<file path="src/rtl/sequence_player.sv">
// sequence_player: plays a stored note sequence for one game round, one note
// at a time. Each note is loaded from pattern memory, sounds for NOTE_TICKS
// ticks and is followed by GAP_TICKS silent ticks. A tick is TICK_DIV clocks.
// The round controller starts playback and can cut it short with abort.
module sequence_player #(
  parameter int TICK_DIV   = 5_000_000,
  parameter int NOTE_TICKS = 5,
  parameter int GAP_TICKS  = 2,
  parameter int MAX_LEN    = 16,
  parameter int NOTE_W     = 3,
  localparam int IDX_W     = $clog2(MAX_LEN)
) (
  input  logic              clock,
  input  logic              reset,
  input  logic              start,
  input  logic              abort,
  input  logic [IDX_W:0]    seq_len,
  input  logic [NOTE_W-1:0] note_in,
  output logic [IDX_W-1:0]  rd_index,
  output logic [NOTE_W-1:0] note_out,
  output logic              note_valid,
  output logic              is_music_playing,
  output logic              reset_current_index,
  output logic              done,
  output logic              aborted
);

  localparam int DIV_W     = $clog2(TICK_DIV);
  localparam int MAX_TICKS = (NOTE_TICKS > GAP_TICKS) ? NOTE_TICKS : GAP_TICKS;
  localparam int TCNT_W    = $clog2(MAX_TICKS + 1);

  localparam logic [DIV_W-1:0]  DIV_LAST  = DIV_W'(TICK_DIV - 1);
  localparam logic [TCNT_W-1:0] NOTE_LAST = TCNT_W'(NOTE_TICKS - 1);
  // With no gap the GAP state is never entered; the constant only has to be legal.
  localparam logic [TCNT_W-1:0] GAP_LAST  = TCNT_W'((GAP_TICKS > 0) ? GAP_TICKS - 1 : 0);
  localparam logic [IDX_W:0]    MAX_LEN_L = (IDX_W + 1)'(MAX_LEN);
  localparam logic [IDX_W:0]    LEN_ONE   = (IDX_W + 1)'(1);

  typedef enum logic [2:0] {IDLE, LOAD, NOTE, GAP, DONE} state_t;

  state_t            state;
  logic [DIV_W-1:0]  tick_ctr;
  logic [TCNT_W-1:0] tick_cnt;
  logic [IDX_W:0]    len;
  logic              tick;
  logic              last_note;

  // A tick is the last clock of each TICK_DIV-clock period of the divider.
  assign tick = (tick_ctr == DIV_LAST);

  // The current note is the final one of the latched sequence length.
  assign last_note = ({1'b0, rd_index} == (len - LEN_ONE));

  // Playback state machine; every output is registered here, pulses default low.
  always_ff @(posedge clock) begin
    if (reset) begin
      state               <= IDLE;
      tick_ctr            <= '0;
      tick_cnt            <= '0;
      len                 <= '0;
      rd_index            <= '0;
      note_out            <= '0;
      note_valid          <= 1'b0;
      is_music_playing    <= 1'b0;
      reset_current_index <= 1'b0;
      done                <= 1'b0;
      aborted             <= 1'b0;
    end else begin
      reset_current_index <= 1'b0;
      done                <= 1'b0;
      aborted             <= 1'b0;

      if (abort && state != IDLE) begin
        state            <= IDLE;
        aborted          <= 1'b1;
        note_valid       <= 1'b0;
        is_music_playing <= 1'b0;
      end else begin
        case (state)
          IDLE: begin
            if (start && !abort) begin
              len                 <= (seq_len > MAX_LEN_L) ? MAX_LEN_L : seq_len;
              rd_index            <= '0;
              reset_current_index <= 1'b1;
              is_music_playing    <= 1'b1;
              if (seq_len == '0) begin
                state <= DONE;
                done  <= 1'b1;
              end else begin
                state <= LOAD;
              end
            end
          end

          LOAD: begin
            note_out   <= note_in;
            tick_ctr   <= '0;
            tick_cnt   <= '0;
            note_valid <= 1'b1;
            state      <= NOTE;
          end

          NOTE: begin
            if (tick) begin
              tick_ctr <= '0;
              if (tick_cnt == NOTE_LAST) begin
                tick_cnt   <= '0;
                note_valid <= 1'b0;
                if (GAP_TICKS == 0) begin
                  if (last_note) begin
                    state <= DONE;
                    done  <= 1'b1;
                  end else begin
                    rd_index <= rd_index + IDX_W'(1);
                    state    <= LOAD;
                  end
                end else begin
                  state <= GAP;
                end
              end else begin
                tick_cnt <= tick_cnt + TCNT_W'(1);
              end
            end else begin
              tick_ctr <= tick_ctr + DIV_W'(1);
            end
          end

          GAP: begin
            if (tick) begin
              tick_ctr <= '0;
              if (tick_cnt == GAP_LAST) begin
                tick_cnt <= '0;
                if (last_note) begin
                  state <= DONE;
                  done  <= 1'b1;
                end else begin
                  rd_index <= rd_index + IDX_W'(1);
                  state    <= LOAD;
                end
              end else begin
                tick_cnt <= tick_cnt + TCNT_W'(1);
              end
            end else begin
              tick_ctr <= tick_ctr + DIV_W'(1);
            end
          end

          DONE: begin
            state            <= IDLE;
            is_music_playing <= 1'b0;
          end

          default: begin
            state <= IDLE;
          end
        endcase
      end
    end
  end

endmodule

</file>
<file path="config.mk">
export PLATFORM = sky130hd
export DESIGN_NAME = sequence_player
export DESIGN_NICKNAME = d
export VERILOG_FILES = /design/src/rtl/sequence_player.sv
export SDC_FILE = /design/constraint.sdc
export NUM_CORES = 1
export LEC_CHECK = 0
export ABC_CLOCK_PERIOD_IN_PS = 3320
export BUFFER_PORTS_ARGS = -buffer_cell sky130_fd_sc_hd__buf_2
export CORE_MARGIN = 2
export CORE_UTILIZATION = 38
export CTS_BUF_LIST = sky130_fd_sc_hd__clkbuf_2
export DETAILED_ROUTE_END_ITERATION = 8
export PLACE_DENSITY_LB_ADDON = 0.12
export SYNTH_ARGS = -nofsm -noshare
export SYNTH_HDL_FRONTEND = slang
export SYNTH_SLANG_ARGS = --single-unit
</file>
<file path="constraint.sdc">
create_clock -name clock -period 3.32 [get_ports clock]
set_input_delay 0.664 -clock clock [delete_from_list [all_inputs] [get_ports clock]]
set_output_delay 0.664 -clock clock [all_outputs]
set_load 0.01 [all_outputs]
</file>
Yosys cells after proc, flatten, opt, wreduce, memory -nomap -nowiden
Index checks and enable logic that the tools add are counted.
{"block": "totals", "regBits": 46, "latch_bits": 0, "ram_bits": 0, "romBits": 0, "elab_cells": 88, "mem_count": 0}
{"block": "classes", "n_addsub": 4, "n_mul": 0, "div": 0, "order_cmp": 1, "n_eq_ne": 14, "shift": 0, "n_mux": 34, "bitwise": 2, "reduce_logical": 22}
{"cell": "case mux 23 bit (2 select lines)", "n": 1}
{"cell": "two-way mux 3 bit", "n": 11}
{"cell": "adder 23 x 1 -> 23 bit (second input constant)", "n": 1}
{"cell": "equality test 23 bit (second input constant)", "n": 1}
{"cell": "two-way mux 23 bit", "n": 1}
{"cell": "two-way mux 4 bit", "n": 4}
{"cell": "!= test 2 bit (second input constant)", "n": 6}
{"cell": "case mux 3 bit (4 select lines)", "n": 1}
{"cell": "two-way mux 1 bit", "n": 10}
{"cell": "case mux 3 bit (3 select lines)", "n": 1}
{"cell": "case mux 4 bit (2 select lines)", "n": 1}
{"cell": "nonzero test 2 bit", "n": 4}
{"cell": "equality test 3 x 1 -> 1 bit (second input constant)", "n": 2}
{"cell": "equality test 3 x 2 -> 1 bit (second input constant)", "n": 2}
{"cell": "equality test 3 bit (second input constant)", "n": 2}
{"cell": "case mux 1 bit (2 select lines)", "n": 3}
{"cell": "AND reduction 2 bit", "n": 3}
{"cell": "AND reduction 3 bit", "n": 2}
{"cell": "AND reduction 6 bit", "n": 1}
{"cell": "nonzero test 3 bit", "n": 2}
{"cell": "equality test 4 x 5 -> 1 bit", "n": 1}
{"cell": "greater-than comparator 5 bit (second input constant)", "n": 1}
{"cell": "logical NOT 5 bit", "n": 1}
{"cell": "two-way mux 5 bit", "n": 1}
{"cell": "11 further kinds", "n": 14}

Logic depth before layout (Yosys ltp)
Gate-level depths: netlist of run 1.
{"block": "logic_depth", "depth_word": 6, "depth_mapped": 8, "mapped_depth_nobuf": 7}

Worst setup path after synthesis of run 1
No wires, ideal clock.
{"block": "synth_path", "path_type": "flip-flop to flip-flop", "from": "register len[0]", "to": "register rd_index[0]", "t_arrival_ns": 1.673, "slack_ns": 1.575, "path_stages_with_launch": 8, "synth_period_minus_slack_ns": 1.745, "cell_sequence": "dfxtp_1 > inv_1 > ha_1 > or2_1 > a211oi_1 > o2111ai_1 > nand4_1 > mux2i_1"}
{"block": "synth_between", "elab_chain_cells": 4}
{"element": "start: declaration", "line": "44", "rtl": "logic [IDX_W:0] len;"}
{"element": "start signal: assignment", "line": "82", "rtl": "len <= (seq_len > MAX_LEN_L) ? MAX_LEN_L : seq_len;"}
{"element": "subtractor 5 x 1 -> 5 bit", "line": "52", "rtl": "assign last_note = ({1'b0, rd_index} == (len - LEN_ONE));"}
{"element": "equality test 4 x 5 -> 1 bit", "line": "52"}
{"element": "!= test 2 bit (no line)"}
{"element": "AND reduction 6 bit (no line)"}
{"element": "end signal: assignment", "line": "114", "rtl": "rd_index <= rd_index + IDX_W'(1);"}
{"element": "end signal: assignment", "line": "137", "rtl": "rd_index <= rd_index + IDX_W'(1);"}
{"element": "end: declaration", "line": "19", "rtl": "output logic [IDX_W-1:0] rd_index,"}
No other way between the ends.
A chain may end at the register's enable or synchronous reset.

Final worst setup path of run 1
{"block": "layout_path", "from": "register tick_ctr[0]", "to": "register tick_ctr[8]"}
{"block": "layout_between", "elab_chain_cells": 3, "elab_cells_between_ends": 4, "classes_between": "add/sub: 1; eq/ne: 1; mux: 2"}
{"element": "start: declaration", "line": "42", "rtl": "logic [DIV_W-1:0] tick_ctr;"}
{"element": "start signal: assignment", "line": "124", "rtl": "tick_ctr <= tick_ctr + DIV_W'(1);"}
{"element": "start signal: assignment", "line": "144", "rtl": "tick_ctr <= tick_ctr + DIV_W'(1);"}
{"element": "adder 23 x 1 -> 23 bit / equality test 23 bit (equally long branches)", "line": "124, 144, 49"}
{"element": "two-way mux 23 bit *", "line": "104, 129"}
{"element": "case mux 23 bit (2 select lines) *", "line": "79", "rtl": "case (state)"}
Every way passes the cells marked *; elsewhere a longest branch is shown, timed or not.

==> results of run 1 <==
-- logic make-up (layout without fill, tap and decap cells) --
group                    Yosys count  in the layout
XOR/XNOR                          12             12
AO/OA/AOI/OAI                     70             70
AND/OR/NAND/NOR                  161            161
multiplexers                       7              7
buffers and inverters             30             46
adder cells (fa/ha/maj)            7              7
flip-flops                        46             46
-- worst register-to-register path, cell delays in order (launching register included) --
cell      delay (ns)
dfxtp_1         0.40
ha_1            0.25
and4_1          0.34
and4_4          0.22
a21oi_4         0.51
nand2_1         0.25
o211ai_1        0.21
-- sequential cells by signal, indices dropped and copies added (netlist names) --
| register | flops |
|---|---|
| tick_ctr | 23 |
| len | 5 |
| rd_index | 4 |
| note_out | 3 |
| state | 3 |
| tick_cnt | 3 |
| aborted | 1 |
| done | 1 |
| is_music_playing | 1 |
| note_valid | 1 |
| reset_current_index | 1 |
-- stage by stage --
stage	power (mW)	cell area, µm²
after floorplan	0.657	2720
after global placement	0.691	2870
after detailed placement	0.691	2870
after CTS	1.02	2940
after global routing	1.06	2940
final	1.01	2940
-- per-layer routing --
layer | vias up | track usage [%]
met5 | - | 0
met4 | 0 | 5.65
met3 | 10 | 3.45
met2 | 32 | 25.9
met1 | 1151 | 26.9
li1 | 1266 | -
-- placed cells by master (no fill, tap or decap), types with 8 or more instances in the layout --
master and instances:
buf_2 23, nor2_1 26, xnor2_1 9, nor2b_1 8, inv_1 11, dfxtp_1 46
nand3_1 25, o21ai_0 15, nand2_1 24, nor3_1 13, a21oi_1 27, nand4_1 15
-- power groups by stage --
stage               Clock (mW)  Combinational (mW)  Sequential (mW)
finish                   0.332               0.106            0.574
global route             0.368               0.119            0.577
CTS                      0.340               0.107            0.574
detailed placement           0               0.106            0.584
global placement             0               0.107            0.584
floorplan                    0              0.0761            0.581
-- worst max-delay path by stage --
| stage | start | to | depth (start not counted) |
|---|---|---|---|
| final | tick_ctr[0]$_SDFFE_PP0P_ | tick_ctr[8]$_SDFFE_PP0P_ | 6 |
| after global routing | state[0]$_SDFFE_PP0P_ | tick_ctr[15]$_SDFFE_PP0P_ | 6 |
| after CTS | tick_ctr[0]$_SDFFE_PP0P_ | tick_ctr[8]$_SDFFE_PP0P_ | 6 |
| after detailed placement | abort | tick_ctr[19]$_SDFFE_PP0P_ | 7 |
| after global placement | abort | tick_ctr[21]$_SDFFE_PP0P_ | 7 |
| after floorplan | len[0]$_SDFFE_PP0P_ | rd_index[0]$_SDFFE_PP0P_ | 7 |
-- cell type report --
| class | instances | area (µm²) | share of cell area [%] |
|---|---|---|---|
| Multi-Input combinational cell | 257 | 1640 | 55.9 |
| Sequential cell | 46 | 921 | 31.4 |
| Timing Repair Buffer | 27 | 145 | 4.94 |
| Tap cell | 96 | 120 | 4.09 |
| Clock inverter | 3 | 43.8 | 1.49 |
| Inverter | 11 | 41.3 | 1.41 |
| Clock buffer | 5 | 25.0 | 0.852 |
==> results by group, run 1 <==
Logic synthesis
  • Post-synthesis mux area share: 2.58%
  • Post-synthesis cell type count: 57
  • Mapped cell area: 2720 µm²
  • Largest family of logic cells by synthesized area: simple AND/OR/NAND/NOR gates
  • Ys Warns: 0
  • Syn Area/Cell: 8.16 µm²
  • Synth Area in Compound Gates: 16.6%
  • Fraction of registers with async set/reset: 0%
  • Number of flops mapped to enable cells by yosys: 0
  • Most common cell in the netlist: dfxtp_1
  • Post-synthesis sequential area ratio: 33.9%
  • Synth Area in Adders: 3.22%
  • Xor/xnor share of the synthesized area: 3.87%
  • Simple-gate share of the synthesized area: 34.1%
  • Area leader, netlist: dfxtp_1
  • Ranking of synthesized cells by area: dfxtp_1 (34%), a21oi_1 (5.0%), nand3_1 (4.6%), nor2_1 (3.6%), nand4_1 (3.5%)
  • Gate Count Post-Synth: 333
  • Syn nets: 352
  • Post-synth top cells: dfxtp_1 (46), a21oi_1 (27), nor2_1 (26), nand3_1 (25), nand2_1 (24)
  • Top cell type's share of synthesized area: 33.9%
  • Synth Flop Type: dfxtp_1
  • Yosys reg bits: 46

Layout
  • Diodes inserted: 0
  • Area delta synth->final: 8.06%
  • Fillers: 725
  • Fin cells: 445
  • Layout Nets: 367
  • Ratio of cells with drive above 1 in the final layout: 14.0%
  • Fin util: 42.8%

Critical path
  • Max stage delay on crit path: 0.51 ns
  • Critical path class: reg -> reg
  • R2r startpoint: tick_ctr[0]$_SDFFE_PP0P_
  • CP max FO: 22
  • Worst Path Buf+Inv: 0
  • Reg2Reg Depth: 6
  • CP Cell Sequence: ha_1 > and4_1 > and4_4 > a21oi_4 > nand2_1 > o211ai_1
  • Worst Path Arrival: 2.61 ns
  • RR Endpoint: tick_ctr[8]$_SDFFE_PP0P_
  • CP top delay family: simple AND/OR/NAND/NOR gates
  • Endpoint class of the critical path: register
  • Crit path launch type: register
  • Critical-path top delay cell: a21oi_4
  • WP data required: 3.71 ns
  • Flop2flop setup slack: 1.09 ns

Power and ir drop
  • Internal power: 0.729 mW
  • Seq pwr share: 56.7%
  • Comb power frac: 10.5%
  • Total net switching power: 0.284 mW
  • Switching portion of total power: 28.0%
  • Worst VDD drop: 150 µV
  • Leak Pwr: 1.04 nW
  • Clk pwr share: 32.8%
  • Power Dens Cells: 345 nW/µm²

Place
  • Place WS: 0.949 ns
  • Placed Instances: 437
  • PortBufs: 23
  • HPWL Detailed: 4660 µm
  • GP Congestion: 0.784

Floorplan
  • Core Rows: 30
  • Boundary pin count: 24
  • Die X: 88.6 µm
  • Die height: 88.6 µm
  • Die area: 7840 µm²
  • Initial Utilization: 39.6%
  • Core area: 6870 µm²

Run
  • Max Cap Viol: 0

Detailed routing
  • DR iter-0 viols: 110
  • Met1 wire length: 3520 µm
  • Uppermost routed layer: met4
  • Vias per cell: 5.53
  • Met2 WL: 2790 µm
  • Met3 wire len: 155 µm
  • Via count: 2459
  • Drt pass-1 iters: 4
  • Routed wire length: 6580 µm
  • Residual DRC: 0
  • Post-DR wirelength/cell: 14.8 µm
  • ANT nets after route: 0

STA
  • Clock skew: 0.0146 ns
  • Max_slew headroom: 59.2%
  • Hold Vio Cnt, Final: 0
  • Max Fclk: 449 MHz
  • RSZ-0062 raised after global routing: false
  • Setup violators final: 0
  • Setup_tns: 0 ns
  • Final worst slack: 1.09 ns
  • Final min period: 2.23 ns
  • Fin crit share: 67.0%
  • Final hold slack: 0.428 ns
  • Worst-margin pin slew: 0.610 ns
  • Max-slew violations: 0

Clock tree
  • Hold-fix buffers, CTS: 0
  • H-tree Lvls: 2
  • CTS tree: yes
  • Clock transition at path regs: 0.25 ns
  • Total CTS buffers: 5
  • Clock sinks: 46
  • Clock insertion delay at the later pin of the skew report: 0.44 ns
  • Post-CTS Setup Inserts: 0
  • Max clock buf depth: 2
  • CTS resizes: 0
  • Root Buffer: clkbuf_2

Global routing
  • First-pass GRT wire length: 11000 µm
  • Total gr overflow: 0
  • Largest net degree at the start of global routing: 35
  • Initial antenna violation count: 0
  • GRT Overall Usage: 18.0%
  • Vias in the first global route: 2183

Worst hold path
  • Hold WC Path Type: in -> reg
  • Hold EP: note_out[2]$_SDFFE_PP0P_
  • Hold depth: 3
  • Worst hold start: note_in[2]

Status
  • Status: completed
Note: power is estimated with default switching activity, not from simulation.
==> run 2, diff against run 1 <==
--- a/config.mk
+++ b/config.mk
@@ -5,7 +5,7 @@
 export SDC_FILE = /design/constraint.sdc
 export NUM_CORES = 1
 export LEC_CHECK = 0
-export ABC_CLOCK_PERIOD_IN_PS = 3320
+export ABC_CLOCK_PERIOD_IN_PS = 1900
 export BUFFER_PORTS_ARGS = -buffer_cell sky130_fd_sc_hd__buf_2
 export CORE_MARGIN = 2
 export CORE_UTILIZATION = 38
==> constraint.sdc (replaced) <==
create_clock -name clock -period 1.9 [get_ports clock]
set_input_delay 0.38 -clock clock [delete_from_list [all_inputs] [get_ports clock]]
set_output_delay 0.38 -clock clock [all_outputs]
set_load 0.01 [all_outputs]
==> results by group, run 2 (synthesis gave the netlist of run 1 again) <==
Critical path
  • CP top delay family: compound AO/OA/AOI/OAI gates
  • Endpoint class of the critical path: register
  • Flop2flop setup slack: 0.10 ns
  • WP data required: 2.33 ns
  • Reg2Reg Depth: 8
  • Critical-path top delay cell: dfxtp_2
  • Max stage delay on crit path: 0.39 ns
  • Worst Path Arrival: 2.23 ns
  • Crit path launch type: register
  • CP max FO: 5
  • RR Endpoint: state[2]$_SDFFE_PP0P_
  • Worst Path Buf+Inv: 2
  • CP Cell Sequence: inv_1 > ha_4 > or2_1 > a211oi_2 > o2111ai_2 > buf_4 > o22a_1 > nor2_1
  • Critical path class: reg -> reg
  • R2r startpoint: len[0]$_SDFFE_PP0P_

STA
  • Clock skew: 0.0230 ns
  • Final min period: 1.80 ns
  • Max-slew violations: 0
  • Setup_tns: 0 ns
  • Setup violators final: 0
  • Worst-margin pin slew: 0.500 ns
  • Max Fclk: 556 MHz
  • Hold Vio Cnt, Final: 0
  • Fin crit share: 94.6%
  • RSZ-0062 raised after global routing: true
  • Max_slew headroom: 66.5%
  • Final hold slack: 0.111 ns
  • Final worst slack: 0.103 ns

Floorplan
  • Die height: 88.6 µm
  • Core Rows: 30
  • Die area: 7840 µm²
  • Initial Utilization: 39.6%
  • Die X: 88.6 µm
  • Core area: 6870 µm²
  • Boundary pin count: 24

Clock tree
  • Root Buffer: clkbuf_2
  • Total CTS buffers: 5
  • CTS tree: yes
  • Clock transition at path regs: 0.28 ns
  • Clock insertion delay at the later pin of the skew report: 0.46 ns
  • Max clock buf depth: 2
  • Hold-fix buffers, CTS: 0
  • H-tree Lvls: 2
  • Clock sinks: 46

Power and ir drop
  • Switching portion of total power: 30.7%
  • Leak Pwr: 1.15 nW
  • Clk pwr share: 27.3%
  • Seq pwr share: 59.1%
  • Worst VDD drop: 252 µV
  • Power Dens Cells: 535 nW/µm²
  • Comb power frac: 13.6%
  • Internal power: 1.17 mW
  • Total net switching power: 0.518 mW

Global routing
  • First-pass GRT wire length: 11600 µm
  • Total gr overflow: 0
  • Largest net degree at the start of global routing: 21
  • Initial antenna violation count: 0
  • Vias in the first global route: 2325
  • GRT Overall Usage: 18.9%

Worst hold path
  • Hold WC Path Type: in -> reg
  • Hold depth: 3
  • Hold EP: note_out[0]$_SDFFE_PP0P_
  • Worst hold start: note_in[0]

Layout
  • Largest regs: tick_ctr: 23 flops, len: 5 flops, rd_index: 4 flops
  • Diodes inserted: 0
  • Most frequent cells in the layout: dfxtp_1 (44), a21oi_1 (27), nor2_1 (26), nand3_1 (25), buf_4 (25)
  • Layout Nets: 389
  • Fillers: 715
  • Area delta synth->final: 16.1%
  • Biggest register: tick_ctr
  • Max FFs per register: 23
  • Commonest non-fill, non-tap cell in the layout: dfxtp_1
  • Fin cells: 467
  • Ratio of cells with drive above 1 in the final layout: 22.1%

Detailed routing
  • DR iter-0 viols: 159
  • Residual DRC: 0
  • Via count: 2583
  • Drt pass-1 iters: 4
  • ANT nets after route: 0
  • Post-DR wirelength/cell: 15.1 µm
  • Vias per cell: 5.53
  • Routed wire length: 7060 µm

Place
  • HPWL Detailed: 5100 µm
  • Placed Instances: 458
  • GP Congestion: 0.807
  • Place WS: -0.0184 ns
  • PortBufs: 23

Run
  • Max Cap Viol: 0

Status
  • Status: completed
run 2: repair_timing:
item	4_1_cts	5_1_grt
setup buffers	0	1
gates resized for setup	2	15
pin swaps	2	7
endpoints found under the setup margin	3	17
run 2: layout make-up:
cell class	instances	area (µm²)	share of cell area (%)
clock buffer	5	25.0	0.793
tap	96	120	3.81
multi-input combinational	257	1700	53.8
inverter	11	41.3	1.31
timing repair buffer	49	323	10.2
clock inverter	3	25.0	0.793
sequential	46	923	29.3
run 2: power groups by stage:
stage	logic (mW)	registers (mW)	clock network, mW
floorplan	0.133	1.02	0
global placement	0.219	1.01	0
detailed placement	0.219	1.01	0
CTS	0.221	0.996	0.475
global route	0.253	1.00	0.535
finish	0.229	0.997	0.461
run 2: worst min-delay path, delay by kind of cell:
family	cells	cell delay, ns
compound gates	1	0.05
buf+inv	1	0.09
simple gates	1	0.05
run 2: metrics by stage:
stage	area [µm²]	utilization, %	power, mW
detailed placement	3040	44.2	1.23
global placement	3040	44.2	1.23
global route	3150	45.9	1.79
CTS	3090	45.0	1.69
finish	3150	45.9	1.69
floorplan	2720	-	1.15
run 2: how the worst max path moves through the flow:
stage	to	from	slack [ns]	cells past startpoint
after floorplan	rd_index[0]$_SDFFE_PP0P_	len[0]$_SDFFE_PP0P_	0.16	7
after global placement	tick_ctr[15]$_SDFFE_PP0P_	abort	0.07	7
after detailed placement	rd_index[1]$_SDFFE_PP0P_	len[1]$_SDFFE_PP0P_	-0.02	7
after CTS	state[0]$_SDFFE_PP0P_	tick_cnt[1]$_SDFFE_PP0P_	0.01	7
after global routing	state[2]$_SDFFE_PP0P_	len[1]$_SDFFE_PP0P_	-0.02	8
final	state[2]$_SDFFE_PP0P_	len[0]$_SDFFE_PP0P_	0.10	8
run 2: metal layers:
metal | GRT usage [%] | vias to the layer above | wire length, µm
met1 | 28.7 | 1210 | 3570
met2 | 27.4 | 64 | 3090
met3 | 3.45 | 7 | 316
met4 | 4.96 | 0 | 80
li1 | - | 1302 | -
met5 | 0 | - | 0
